## config.mk

```make
export PLATFORM = sky130hd
export DESIGN_NAME = vc_plane_arbiter_flat
export DESIGN_NICKNAME = d
export VERILOG_FILES = /design/src/rtl/vc_plane_arbiter_pkg.sv /design/src/rtl/vc_plane_arbiter_if.sv /design/src/rtl/vc_plane_arbiter_rr_priority_picker.sv /design/src/rtl/vc_plane_arbiter.sv /design/src/flat_wrapper.sv
export SDC_FILE = /design/constraint.sdc
export NUM_CORES = 1
export LEC_CHECK = 0
export CORE_ASPECT_RATIO = 0.6
export CORE_MARGIN = 3
export CORE_UTILIZATION = 46
export DETAILED_ROUTE_END_ITERATION = 10
export GPL_ROUTABILITY_DRIVEN = 0
export PLACE_DENSITY_LB_ADDON = 0.05
export REMOVE_ABC_BUFFERS = 1
export SYNTH_ARGS = -nofsm -noshare
export SYNTH_HDL_FRONTEND = slang
export SYNTH_HIERARCHICAL = 1
export SYNTH_SLANG_ARGS = --single-unit
```

## constraint.sdc

```tcl
create_clock -name clk -period 2.68 [get_ports clk]
set_input_delay 0.536 -clock clk [delete_from_list [all_inputs] [get_ports clk]]
set_output_delay 0.536 -clock clk [all_outputs]
set_load 0.005 [all_outputs]
```

## src/rtl/vc_plane_arbiter_pkg.sv

```systemverilog
// Shared definitions for the crossbar plane arbiter: FSM encoding and
// the index-width helper used to size plane indices.
package vc_plane_arbiter_pkg;

    typedef enum logic {
        ST_IDLE  = 1'b0,
        ST_SERVE = 1'b1
    } state_e;

    // $clog2 that never returns 0, so a single-plane build still has a 1-bit index
    function automatic int clog2_min1(input int n);
        return (n <= 1) ? 1 : $clog2(n);
    endfunction

endpackage

```

## src/rtl/vc_plane_arbiter_if.sv

```systemverilog
// Request/transfer inputs from the VC planes and the plane-select outputs
// that steer the shared crossbar.
interface vc_plane_arbiter_if
    import vc_plane_arbiter_pkg::*;
#(
    parameter int VC   = 4,
    parameter int VC_W = clog2_min1(VC)
) ();

    logic [VC-1:0]   vc_req;
    logic [VC-1:0]   vc_xfer;
    logic [VC-1:0]   vc_tail;
    logic [VC:0]     VCPlaneSelector;
    logic [VC_W-1:0] active_vc;
    logic            grant_valid;
    logic            protocol_err;

    modport master (
        output vc_req, vc_xfer, vc_tail,
        input  VCPlaneSelector, active_vc, grant_valid, protocol_err
    );

    modport slave (
        input  vc_req, vc_xfer, vc_tail,
        output VCPlaneSelector, active_vc, grant_valid, protocol_err
    );

endinterface

```

## src/rtl/vc_plane_arbiter_rr_priority_picker.sv

```systemverilog
// Combinational round-robin picker: first set request bit at or after the
// start index, wrapping around, so the plane just below start is checked last.
module rr_priority_picker
    import vc_plane_arbiter_pkg::*;
#(
    parameter int VC   = 4,
    parameter int VC_W = clog2_min1(VC)
) (
    input  logic [VC-1:0]   i_req,
    input  logic [VC_W-1:0] i_start,
    output logic            o_found,
    output logic [VC_W-1:0] o_idx
);

    logic [2*VC-1:0] w_dbl;
    logic [VC-1:0]   w_rot;
    int              w_ofs;

    assign w_dbl = {i_req, i_req};
    assign w_rot = VC'(w_dbl >> i_start);

    // lowest set bit of the rotated vector is the winner's distance from start
    always_comb begin
        w_ofs = 0;
        for (int k = VC - 1; k >= 0; k--) begin
            if (w_rot[k]) begin
                w_ofs = k;
            end
        end
        o_found = |w_rot;
        o_idx   = VC_W'((int'(i_start) + w_ofs) % VC);
    end

endmodule

```

## src/rtl/vc_plane_arbiter.sv

```systemverilog
// Work-conserving round-robin owner of the shared crossbar. A plane keeps
// the grant until its tail passes, its flit quantum is used up, or it stays
// quiet too long; the next requester is then granted without a bubble.
module vc_plane_arbiter
    import vc_plane_arbiter_pkg::*;
#(
    parameter int VC           = 4,
    parameter int QUANTUM      = 6,
    parameter int IDLE_TIMEOUT = 4,
    parameter int VC_W         = clog2_min1(VC)
) (
    input logic               clk,
    input logic               rst,
    vc_plane_arbiter_if.slave bus
);

    localparam int CNT_W  = clog2_min1(QUANTUM + 1);
    localparam int ICNT_W = clog2_min1(IDLE_TIMEOUT);
    localparam logic [CNT_W-1:0]  XFER_LAST = CNT_W'(QUANTUM - 1);
    localparam logic [CNT_W-1:0]  XFER_MAX  = CNT_W'(QUANTUM);
    localparam logic [ICNT_W-1:0] IDLE_LAST = ICNT_W'(IDLE_TIMEOUT - 1);
    localparam logic [VC_W-1:0]   LAST_VC   = VC_W'(VC - 1);

    state_e            r_state, w_nxt_state;
    logic [VC_W-1:0]   r_gnt, w_nxt_gnt;
    logic [VC_W-1:0]   r_ptr, w_nxt_ptr;
    logic [CNT_W-1:0]  r_xcnt, w_nxt_xcnt;
    logic [ICNT_W-1:0] r_icnt, w_nxt_icnt;
    logic [VC:0]       r_sel, w_nxt_sel;
    logic              r_gvalid;
    logic              r_perr;

    logic [VC_W-1:0]   w_gnt_inc;
    logic [VC_W-1:0]   w_start;
    logic [VC_W-1:0]   w_pick_idx;
    logic              w_pick_found;
    logic              w_req_g, w_xfer_g, w_tail_g;
    logic              w_release;
    logic              w_bad_xfer;

    assign w_req_g   = bus.vc_req[r_gnt];
    assign w_xfer_g  = bus.vc_xfer[r_gnt];
    assign w_tail_g  = bus.vc_tail[r_gnt];
    assign w_gnt_inc = (r_gnt == LAST_VC) ? '0 : r_gnt + VC_W'(1);

    // Tail and quantum expiry landing together are one release by construction.
    assign w_release = (r_state == ST_SERVE) &&
                       ((w_xfer_g && w_tail_g) ||
                        (w_xfer_g && (r_xcnt == XFER_LAST)) ||
                        (!w_req_g && (r_icnt == IDLE_LAST)));

    // From idle, scan from the pointer; on release, scan past the current owner.
    assign w_start = (r_state == ST_IDLE) ? r_ptr : w_gnt_inc;

    // Any transfer outside the granted plane means a plane ignored the select.
    assign w_bad_xfer = |(bus.vc_xfer & ~r_sel[VC-1:0]);

    rr_priority_picker #(.VC(VC), .VC_W(VC_W)) u_pick (
        .i_req   (bus.vc_req),
        .i_start (w_start),
        .o_found (w_pick_found),
        .o_idx   (w_pick_idx)
    );

    // Next grant, pointer and per-grant counters.
    always_comb begin
        w_nxt_state = r_state;
        w_nxt_gnt   = r_gnt;
        w_nxt_ptr   = r_ptr;
        w_nxt_xcnt  = r_xcnt;
        w_nxt_icnt  = r_icnt;
        case (r_state)
            ST_IDLE: begin
                if (w_pick_found) begin
                    w_nxt_state = ST_SERVE;
                    w_nxt_gnt   = w_pick_idx;
                    w_nxt_xcnt  = '0;
                    w_nxt_icnt  = '0;
                end
            end
            ST_SERVE: begin
                if (w_release) begin
                    w_nxt_ptr  = w_gnt_inc;
                    w_nxt_xcnt = '0;
                    w_nxt_icnt = '0;
                    if (w_pick_found) begin
                        w_nxt_gnt = w_pick_idx;
                    end else begin
                        w_nxt_state = ST_IDLE;
                        w_nxt_gnt   = '0;
                    end
                end else begin
                    if (w_xfer_g && (r_xcnt != XFER_MAX)) begin
                        w_nxt_xcnt = r_xcnt + CNT_W'(1);
                    end
                    w_nxt_icnt = w_req_g ? '0 : r_icnt + ICNT_W'(1);
                end
            end
            default: begin
                w_nxt_state = ST_IDLE;
            end
        endcase
        w_nxt_sel = '0;
        if (w_nxt_state == ST_SERVE) begin
            w_nxt_sel[w_nxt_gnt] = 1'b1;
        end else begin
            w_nxt_sel[VC] = 1'b1;
        end
    end

    // State and registered outputs; protocol error is sticky until reset.
    always_ff @(posedge clk) begin
        if (rst) begin
            r_state  <= ST_IDLE;
            r_gnt    <= '0;
            r_ptr    <= '0;
            r_xcnt   <= '0;
            r_icnt   <= '0;
            r_sel    <= {1'b1, {VC{1'b0}}};
            r_gvalid <= 1'b0;
            r_perr   <= 1'b0;
        end else begin
            r_state  <= w_nxt_state;
            r_gnt    <= w_nxt_gnt;
            r_ptr    <= w_nxt_ptr;
            r_xcnt   <= w_nxt_xcnt;
            r_icnt   <= w_nxt_icnt;
            r_sel    <= w_nxt_sel;
            r_gvalid <= (w_nxt_state == ST_SERVE);
            r_perr   <= r_perr | w_bad_xfer;
        end
    end

    assign bus.VCPlaneSelector = r_sel;
    assign bus.active_vc       = r_gnt;
    assign bus.grant_valid     = r_gvalid;
    assign bus.protocol_err    = r_perr;

endmodule
```

## src/flat_wrapper.sv

```systemverilog
// flat-port wrapper written by rule: the top's interface ports become plain ports
module vc_plane_arbiter_flat import vc_plane_arbiter_pkg::*;
#(
    parameter int VC           = 4,
    parameter int QUANTUM      = 6,
    parameter int IDLE_TIMEOUT = 4,
    parameter int VC_W         = clog2_min1(VC)
)
  (clk, rst, bus_vc_req, bus_vc_xfer, bus_vc_tail, bus_VCPlaneSelector, bus_active_vc, bus_grant_valid, bus_protocol_err);
  vc_plane_arbiter_if #(.VC(VC), .VC_W(VC_W)) bus_i ();
  input logic clk;
  input logic rst;
  input wire logic [$bits(bus_i.vc_req)-1:0] bus_vc_req;
  input wire logic [$bits(bus_i.vc_xfer)-1:0] bus_vc_xfer;
  input wire logic [$bits(bus_i.vc_tail)-1:0] bus_vc_tail;
  output wire logic [$bits(bus_i.VCPlaneSelector)-1:0] bus_VCPlaneSelector;
  output wire logic [$bits(bus_i.active_vc)-1:0] bus_active_vc;
  output wire logic [$bits(bus_i.grant_valid)-1:0] bus_grant_valid;
  output wire logic [$bits(bus_i.protocol_err)-1:0] bus_protocol_err;
  assign bus_i.vc_req = bus_vc_req;
  assign bus_i.vc_xfer = bus_vc_xfer;
  assign bus_i.vc_tail = bus_vc_tail;
  assign bus_VCPlaneSelector = bus_i.VCPlaneSelector;
  assign bus_active_vc = bus_i.active_vc;
  assign bus_grant_valid = bus_i.grant_valid;
  assign bus_protocol_err = bus_i.protocol_err;
  vc_plane_arbiter #(.VC(VC), .QUANTUM(QUANTUM), .IDLE_TIMEOUT(IDLE_TIMEOUT), .VC_W(VC_W)) u_core (.clk(clk), .rst(rst), .bus(bus_i));
endmodule
```

---- Word level (Yosys, flattened, before mapping) ----
Index checks and enable logic that the tools add are counted.
word-level totals
  memories kept ........................... 0
  memory bits (writable) .................. 0
  logic and storage cells ................. 71
  bits in latches ......................... 0
  bits in registers ....................... 16
  bits of input ports ..................... 14
  bits in read-only memories .............. 0
cells by class
  equality and inequality tests ........... 6
  order comparisons ....................... 3
  shift operators ......................... 1
  muxes and demuxes ....................... 30
  divide/modulo/power cells ............... 0
  reductions and logical operators ........ 14
  add/sub/neg operators ................... 4
  bitwise logic cells ..................... 5
  multipliers ............................. 0
operator list
  operator                                                                       count
  2-bit two-way mux                                                              12
  3-bit two-way mux                                                              3
  2-bit case mux with 2 select lines                                             2
  4-bit OR reduction                                                             2
  8-bit by 2-bit >> shifter with 4-bit output                                    1
  1-bit two-way mux                                                              7
  1-bit binary-select mux with 2-bit select                                      3
  1-bit logical AND                                                              6
  3-bit != test (second input constant)                                          2
  3-bit case mux with 2 select lines                                             1
  2-bit by 1-bit adder with 2-bit output (second input constant)                 2
  4-bit AND                                                                      1
  2-bit == test (second input constant)                                          2
  2-bit by 4-bit less-than comparator with 1-bit output (second input constant)  1
  4-bit NOT                                                                      1
  2-bit AND reduction                                                            2
  3-bit by 1-bit adder with 3-bit output (second input constant)                 1
  3-bit == test (second input constant)                                          1
  2-bit by 3-bit less-than comparator with 1-bit output (second input constant)  1
  2-bit adder                                                                    1
  1-bit demux with 2-bit select                                                  1
  2-bit by 1-bit >= comparator with 1-bit output (second input constant)         1
  1-bit logical OR                                                               2
  2-bit != test (second input constant)                                          1
  5 further kinds                                                                6

---- Depth between registers and ports, before layout ----
Gate-level depths: netlist of run 1.
  depth in word-level cells ............... 16
  depth in mapped cells ................... 13
  gate-level depth less buffers ........... 13

---- By module ----
Netlist of run 1, hierarchy kept.
by module, submodules not included
  module              area an instance (um^2)  instances  cells an instance
  vc_plane_arbiter    1044.8                   1          106
  rr_priority_picker  180.2                    1          23

---- Least setup slack after synthesis of run 1 ----
OpenSTA, ideal clock, no wires.
  path type ............................... reg-to-reg
  from .................................... register u_core.r_gnt[0] (netlist: u_core/bus.active_vc[0])
  to ...................................... register u_core.r_gnt[1] (netlist: u_core/bus.active_vc[1])
  path slack .............................. 92 ps
  stages on the path, launching flop included .. 13
  data arrival time ....................... 2513 ps
  path buffers ............................ 0
  data required time ...................... 2605 ps
  clock period less this slack ............ 2588 ps
  path through ............................ dfxtp_1 ha_1 mux2_2 nand2b_1 a21oi_1 o22ai_1 o21a_1 ha_1 xnor2_1 xnor2_1 nand2_1 a21o_2 a31oi_1
between the ends
  longest elaborated chain between the ends .. 12
  elaborated cells between the ends (all ways) .. 28
RTL lines
  item                                                                            line                                       RTL
  start, declared                                                                 vc_plane_arbiter.sv:25                     logic [VC_W-1:0] r_gnt, w_nxt_gnt;
  start signal, assigned                                                          vc_plane_arbiter.sv:124                    r_gnt <= w_nxt_gnt;
  2-bit by 1-bit adder with 2-bit output / 2-bit == test (equally long branches)  vc_plane_arbiter.sv:44                     assign w_gnt_inc = (r_gnt == LAST_VC) ? '0 : r_gnt + VC_W'(1);
  2-bit two-way mux *                                                             vc_plane_arbiter.sv:44
  via u_core.w_gnt_inc[1]                                                         vc_plane_arbiter.sv:33                     logic [VC_W-1:0] w_gnt_inc;
  2-bit two-way mux *                                                             vc_plane_arbiter.sv:53                     assign w_start = (r_state == ST_IDLE) ? r_ptr : w_gnt_inc;
  via u_core.w_start[1]                                                           vc_plane_arbiter.sv:34                     logic [VC_W-1:0] w_start;
  8-bit by 2-bit >> shifter with 4-bit output                                     vc_plane_arbiter_rr_priority_picker.sv:20  assign w_rot = VC'(w_dbl >> i_start);
  2-bit two-way mux (4 in a row)                                                  vc_plane_arbiter_rr_priority_picker.sv:26  if (w_rot[k]) begin
  2-bit adder *                                                                   vc_plane_arbiter_rr_priority_picker.sv:31  o_idx = VC_W'((int'(i_start) + w_ofs) % VC);
  via u_core.w_pick_idx[1]                                                        vc_plane_arbiter.sv:35                     logic [VC_W-1:0] w_pick_idx;
  2-bit two-way mux                                                               vc_plane_arbiter.sv:86                     if (w_pick_found) begin
  2-bit two-way mux                                                               vc_plane_arbiter.sv:82                     if (w_release) begin
  2-bit case mux with 2 select lines *                                            vc_plane_arbiter.sv:72                     case (r_state)
Mark *: on every way through the listed nets, which the timed path passes. The rest lies on a longest branch. The select of a mux whose other input is x is not followed.
A chain may end at the register's enable or synchronous reset.

---- Worst setup path after layout of run 1 ----
  from .................................... register u_core.r_gnt[1] (netlist: u_core/bus.active_vc[1])
  to ...................................... register u_core.r_sel[2] (netlist: u_core/bus.VCPlaneSelector[2])
between the ends
  longest elaborated chain between the ends .. 16
  elaborated cells between the ends (all ways) .. 38
RTL lines
  item                                                                                                                                                  line                                       RTL
  2-bit by 1-bit adder with 2-bit output / 2-bit == test (equally long branches)                                                                        vc_plane_arbiter.sv:44
  2-bit two-way mux *                                                                                                                                   vc_plane_arbiter.sv:44
  via u_core.w_gnt_inc[1]                                                                                                                               vc_plane_arbiter.sv:33
  2-bit two-way mux *                                                                                                                                   vc_plane_arbiter.sv:53
  via u_core.w_start[1]                                                                                                                                 vc_plane_arbiter.sv:34
  8-bit by 2-bit >> shifter with 4-bit output                                                                                                           vc_plane_arbiter_rr_priority_picker.sv:20
  2-bit two-way mux (4 in a row)                                                                                                                        vc_plane_arbiter_rr_priority_picker.sv:26
  2-bit adder *                                                                                                                                         vc_plane_arbiter_rr_priority_picker.sv:31
  via u_core.w_pick_idx[1]                                                                                                                              vc_plane_arbiter.sv:35
  2-bit two-way mux                                                                                                                                     vc_plane_arbiter.sv:86
  2-bit two-way mux                                                                                                                                     vc_plane_arbiter.sv:82
  2-bit case mux with 2 select lines *                                                                                                                  vc_plane_arbiter.sv:72
  2-bit by 4-bit less-than comparator with 1-bit output (not written as such) / 2-bit by 1-bit >= comparator with 1-bit output (equally long branches)  vc_plane_arbiter.sv:105                    w_nxt_sel[w_nxt_gnt] = 1'b1;
  1-bit logical AND (not written as such)                                                                                                               vc_plane_arbiter.sv:105
  1-bit two-way mux (not written as such)                                                                                                               vc_plane_arbiter.sv:105
  1-bit demux with 2-bit select *                                                                                                                       --
  end signal, assigned                                                                                                                                  vc_plane_arbiter.sv:119                    r_sel <= {1'b1, {VC{1'b0}}};
  end signal, assigned                                                                                                                                  vc_plane_arbiter.sv:128                    r_sel <= w_nxt_sel;
  end, declared                                                                                                                                         vc_plane_arbiter.sv:29                     logic [VC:0] r_sel, w_nxt_sel;
Marked as above.

==> results of run 1 <==
## cell usage in the layout, fill, tap and decap left out, types with 2 or more instances in the layout
cell type and n:
dfxtp_2 2, a31oi_1 2, nor3_1 2, nand2b_4 3, ha_1 4, inv_1 10
xnor2_2 2, a211oi_1 2, a21o_1 3, clkdlybuf4s50_1 21, nand2b_1 2, a21oi_1 7
nand2_1 7, mux2_2 2, o21ai_0 2, nor2_1 7, nand3_2 2, a21o_2 3
o21a_1 2, buf_4 12, nand4_1 3, mux2_4 4, nand3_1 2, mux4_2 2
dfxtp_1 14, o21ai_1 3, nor2b_1 2, clkbuf_8 4
## state kept, by name, indices dropped and copies added, names as in the netlist
register / count
u_core/bus.VCPlaneSelector: 5
u_core/r_xcnt: 3
u_core/bus.active_vc: 2
u_core/r_icnt: 2
u_core/r_ptr: 2
u_core/bus.grant_valid: 1
u_core/bus.protocol_err: 1
## through the flow
stage | power (uW) | worst slack, ps | TNS [ps] | area (sq um) | utilization [%]
4_1_cts | 1370 | 20.6 | 0 | 1590 | 67.7
3_3_place_gp | 1120 | 43.4 | 0 | 1530 | 65.4
2_1_floorplan | 872 | -83.4 | -147 | 1190 | -
5_1_grt | 1620 | -99.5 | -187 | 1670 | 71.5
6_report | 1540 | -57.4 | -95.3 | 1670 | 71.5
3_5_place_dp | 1140 | -83.3 | -110 | 1530 | 65.4
## layout make-up
type                       count  area [sq um]
sequential                    16           323
multi-input combinational     98           897
inverter                      10          37.5
fill                         175           668
timing repair buffer          35           324
clock buffer                   4          55.1
tap                           30          37.5
## logic make-up after synthesis
logic type	after synthesis	share of synthesized area, %
AO/OA/AOI/OAI	39	27.5
AND/OR/NAND/NOR	39	18.5
multiplexers	10	13.1
buffers and inverters	15	5.82
adder cells (fa/ha/maj)	6	6.13
XOR/XNOR	4	2.86
flip-flops	16	26.1
## power by group through the flow
| stage | registers [uW] | clock network [uW] | logic [uW] |
|---|---|---|---|
| after floorplan | 360 | 0 | 512 |
| after global placement | 327 | 0 | 795 |
| after detailed placement | 328 | 0 | 814 |
| after CTS | 323 | 226 | 825 |
| after global routing | 337 | 236 | 1040 |
| final | 331 | 223 | 988 |
## layer usage
| metal | vias up | track usage [%] |
|---|---|---|
| met2 | 47 | 30.6 |
| met4 | 0 | 2.21 |
| li1 | 545 | - |
| met1 | 542 | 30.0 |
| met3 | 11 | 4.63 |
| met5 | - | 0 |
## how the worst max path moves through the flow
stage / from / end
final: u_core/bus.active_vc[1] / u_core/bus.VCPlaneSelector[2]
after detailed placement: bus_vc_req[1] / u_core/bus.VCPlaneSelector[2]
after floorplan: u_core/bus.active_vc[0] / u_core/bus.active_vc[1]
after global routing: u_core/bus.active_vc[1] / u_core/bus.active_vc[1]
after global placement: bus_vc_req[1] / u_core/bus.VCPlaneSelector[2]
after CTS: u_core/bus.active_vc[0] / u_core/bus.VCPlaneSelector[2]
## timing repair
item / in CTS / in global routing
buffers inserted: 0 / 2
resized for setup: 0 / 17
endpoints found under the setup margin: 0 / 5
## worst max-delay path: cells and delay by family, from the launching register on
family	cells	cell delay, ps
compound gates	5	670
simple gates	3	540
fa+ha+maj	2	420
xor+xnor	2	400
flops	1	340
mux	1	290
==> metrics.md, run 1 <==
| Metric | Value |
|---|---|
| Worst setup slack after layout | `-57.4 ps` |
| FF-to-FF Start | `u_core/bus.active_vc[1]` |
| Failing checks | `negative setup slack` |
| Worst Path Required | `between 2000 and 3000 ps` |
| Post-synth top cells | `16 x dfxtp_1, 10 x inv_1, 8 x a21oi_1, 8 x nand2_1, 7 x nor2_1` |
| Synthesized area | `0.00122 sq mm` |
| Share of the synthesized area in the top cell type | `about a quarter` |
| DR iter-0 viols | `84` |
| Clk sinks | `16` |
| Max Root-Sink Buffers | `2` |
| Vias/cell | `slightly below 6` |
| N_diodes | `0` |
| Worst r2r path cells | `13` |
| Routed wl met2 | `1.39 mm` |
| RSZ-0062 raised after global routing | `true` |
| Initial antenna violation count | `0` |
| Layout cells sized above 1 | `32.5%` |
| Largest net degree at the start of global routing | `21` |
| Yosys cell types | `49` |
| Post-synth EDFFs | `0` |
| Largest area contributor in the synthesized netlist | `dfxtp_1` |
| Wire length per cell | `around 17 um` |
| Ys flop type | `dfxtp_1` |
| IO Pins | `23` |
| Cells along the critical path | `ha_4 -> mux2_4 -> nand2b_4 -> a21oi_2 -> o22ai_1 -> o21a_1 -> ha_2 -> xnor2_2 -> xnor2_2 -> nand2_2 -> nor4_2 -> o21ai_1 -> o21ai_1` |
| Crit path capture type | `flop` |
| CP max stage delay | `roughly 340 ps` |
| FP Rows | `13` |
| Num CTS Buffers | `3` |
| Worst min-delay path startpoint | `u_core/r_ptr[1]` |
| Ys async rst share | `0%` |
| Placed cell count | `roughly 190` |
| Worst hold slack | `480 ps` |
| Non-Filler Instances | `193` |
| Clock-pin slew on the worst setup and hold paths | `approximately 70 ps` |
| Fin crit period | `roughly 2700 ps` |
| Synth Register Bits | `16` |
| Routed WL | `3.34 mm` |
| Top sig layer | `met4` |
| Crit path launch type | `flop` |
| Hold WC Path Type | `reg -> reg` |
| Gate Count Post-Synth | `~130` |
| Hold path depth | `2` |
| Final max-slew violation count | `0` |
| Peak VDD IR | `about 0.38 mV` |
| H-tree depth | `1` |
| Post-DP HPWL | `between 2 and 2.5 mm` |
| Synth warn | `6` |
| Top cells by area, synth | `dfxtp_1 26%, ha_1 6.1%, mux2_4 3.7%, mux4_2 3.7%, a21oi_1 3.3%` |
| Seq pwr share | `about a fifth` |
| Switching share of total power | `39.1%` |
| Met3 WL | `between 200 and 250 um` |
| Area grow syn2layout | `36.7%` |
| Setup slack, reg-to-reg | `-60 ps` |
| Avg Cell Area, Syn | `approximately 9.5 sq um` |
| Drt first pass iters | `4` |
| Top-count cell post-synth | `dfxtp_1` |
| Max_slew headroom | `between 40% and 50%` |
| Post-synthesis sequential area ratio | `between 20% and 30%` |
| CP max FO | `5` |
| Clk network pwr share | `about 14%` |
| Final Hold Viols | `0` |
| Critical path arrival | `a little under 3000 ps` |
| Die area | `0.00334 sq mm` |
| # port buffers | `22` |
| First-pass GRT wire length | `5.06 mm` |
| Hold endpoint | `u_core/r_ptr[1]` |
| Max Cap Viol | `0` |
| Starting Density | `a little over half` |
| Nets@finish | `roughly 180` |
| Worst-Skew Late Latency | `about 260 ps` |
| Routed Antenna Nets | `0` |
| NetSw | `slightly above 600 uW` |
| M1 wire length | `between 1.5 and 2 mm` |
| Core footprint | `roughly 0.0023 sq mm` |
| Worst Skew | `between 3 and 4 ps` |
| Via count | `about 1100` |
| Number of global-route vias before repair | `~1000` |
| Slew @ Worst Pin | `around 850 ps` |
| Static Leak | `0.000665 uW` |
| # setup viols final | `2` |
| Tcrit/Tclk final | `102%` |
| Residual DRC | `0` |
| Pint | `between 900 and 1000 uW` |
| Post-CTS Hold Fix Bufs | `0` |
| Die Y | `46.0 um` |
| Worst r2r dst | `u_core/bus.VCPlaneSelector[2]` |
| FMAX | `around 370 MHz` |
| GRT Total Usage | `between 20% and 30%` |
| Congestion Overflow GR | `0` |
| Critical path type | `reg -> reg` |
| PwrDens | `roughly 920 mW/mm^2` |
| TritonCTS clock tree | `done` |
| Die Width | `about 73 um` |
| Worst path slowest cell | `dfxtp_2` |
| Root Driver | `clkbuf_8` |
| Outcome | `finished with violations` |
| Comb pwr share | `between 60% and 70%` |
No activity file was read; power rests on OpenSTA's default activity.
==> run 2: changes to the inputs <==
CORE_ASPECT_RATIO = unset   (was 0.6)
CORE_MARGIN = 2   (was 3)
==> metrics.md, run 2 (same netlist as run 1, synthesis figures left out) <==
| Metric | Value |
|---|---|
| FMAX | `between 300 and 400 MHz` |
| Max Cap Viol | `0` |
| Die Y | `55.6 um` |
| TritonCTS clock tree | `done` |
| Peak VDD IR | `approximately 0.63 mV` |
| Wire length per cell | `14.5 um` |
| Initial antenna violation count | `0` |
| Fin crit period | `2660 ps` |
| Layout cells sized above 1 | `about a third` |
| NetSw | `between 500 and 600 uW` |
| # setup viols final | `0` |
| Final Hold Viols | `0` |
| Setup Slack @ Placement | `-39.8 ps` |
| Seq pwr share | `approximately 22%` |
| Tcrit/Tclk final | `a little under 100%` |
| Die Width | `approximately 56 um` |
| GRT Total Usage | `19.7%` |
| PwrDens | `between 800 and 900 mW/mm^2` |
| Hold WC Path Type | `reg -> reg` |
| Area grow syn2layout | `34.8%` |
| Core footprint | `0.00250 sq mm` |
| Pint | `877 uW` |
| IO Pins | `23` |
| Largest net degree at the start of global routing | `16` |
| Crit path capture type | `flop` |
| Crit path launch type | `flop` |
| Worst setup slack after layout | `~24 ps` |
| Root Driver | `clkbuf_4` |
| Critical path type | `reg -> reg` |
| Critical path arrival | `around 2900 ps` |
| Outcome | `complete, no violations` |
| RSZ-0062 raised after global routing | `true` |
| Worst Path Required | `a little under 3000 ps` |
| Worst-Skew Late Latency | `approximately 290 ps` |
| Routed Antenna Nets | `0` |
| Num CTS Buffers | `3` |
| Routed WL | `~2.9 mm` |
| Largest register FFs | `5` |
| Max_slew headroom | `roughly 62%` |
| Via count | `about 1100` |
| Residual DRC | `0` |
| Vias/cell | `5.67` |
| Nets@finish | `189` |
| Multi-input combinational cell area | `877 sq um` |
| Slew @ Worst Pin | `roughly 560 ps` |
| Post-DP HPWL | `~2.1 mm` |
| Die area | `0.00309 sq mm` |
| DR iter-0 viols | `15` |
| Number of global-route vias before repair | `roughly 1100` |
| FP Rows | `18` |
| Clk sinks | `16` |
| Comb pwr share | `68.7%` |
| Static Leak | `roughly 0.00066 uW` |
| Max Root-Sink Buffers | `2` |
| Drt first pass iters | `4` |
| Most frequent cells in the layout | `22 x clkdlybuf4s50_1, 18 x buf_4, 15 x dfxtp_1` |
| Register area | `322 sq um` |
| Commonest non-fill, non-tap cell in the layout | `clkdlybuf4s50_1` |
| Fillers | `225` |
| Worst Skew | `roughly 5.4 ps` |
| Clock-pin slew on the worst setup and hold paths | `~90 ps` |
| First-pass GRT wire length | `just under 5 mm` |
| N_diodes | `0` |
| Clk network pwr share | `9.0%` |
| Switching share of total power | `~39%` |
| Congestion Overflow GR | `0` |
| H-tree depth | `1` |
| Final max-slew violation count | `0` |
| Starting Density | `about half` |
| Worst hold slack | `about 470 ps` |
| # port buffers | `22` |
| CP max FO | `5` |
==> run 2: metrics by stage <==
step                setup TNS, ps  instance area, sq um  total power (uW)  cells  util [%]
floorplan                    -147                  1190               872    124         -
global placement                0                  1550              1140    190      62.2
detailed placement          -44.9                  1550              1150    190      62.2
CTS                             0                  1600              1340    195      64.1
global route                 -136                  1650              1540    197      66.1
finish                          0                  1650              1440    197      66.1
==> run 2: cell type report <==
type	instances	share of cell area, %
multi-input combinational	98	53.1
timing repair buffer	40	21.5
sequential	16	19.5
inverter	10	2.27
tap	30	2.27
clock buffer	3	1.36
==> run 2: power groups by stage <==
stage	Combinational, uW	Sequential [uW]	Clock (uW)
2_1_floorplan	512	360	0
3_3_place_gp	812	325	0
3_5_place_dp	828	326	0
4_1_cts	890	321	133
5_1_grt	1070	331	143
6_report	989	322	130
==> run 2: critical path, stage by stage (launching register included) <==
cell      delay [ps]
dfxtp_2          340
ha_1             310
mux2_4           300
nand2b_1         150
a21oi_1          140
o22ai_1           90
o21a_1           180
ha_2             180
xnor2_2          180
xnor2_2          140
nand2_1          110
buf_4            150
a21o_2           180
a31oi_1          140
==> run 2: routing by layer <==
metal / part of all wire [%] / track usage (%) / wire length (um) / vias to the layer above
li1: - / - / - / 554
met2: 51 / 34.5 / 1460 / 23
met1: 43 / 23.5 / 1240 / 535
met3: 3.6 / 3.72 / 103 / 5
met4: 1.9 / 8.36 / 55 / 0
met5: 0 / 0 / 0 / -
==> run 2: repair_timing <==
action | in CTS | in global routing
buffers inserted | 2 | 2
gates resized for setup | 3 | 9
endpoints found under the hold margin | 0 | 0
pin swaps | 4 | 2
endpoints found under the setup margin | 1 | 5
hold buffers | 0 | 0
gates cloned | 0 | 0
==> run 2: worst paths after layout <==
kind | start | end | slack (ps) | depth (start not counted)
hold reg to reg | u_core/r_icnt[1] | u_core/r_icnt[1] | 470 | 2
setup reg to reg | u_core/bus.active_vc[0] | u_core/bus.active_vc[1] | 20 | 13
hold / removal | u_core/r_icnt[1] | u_core/r_icnt[1] | 470 | 2
setup / recovery | u_core/bus.active_vc[0] | u_core/bus.active_vc[1] | 20 | 13
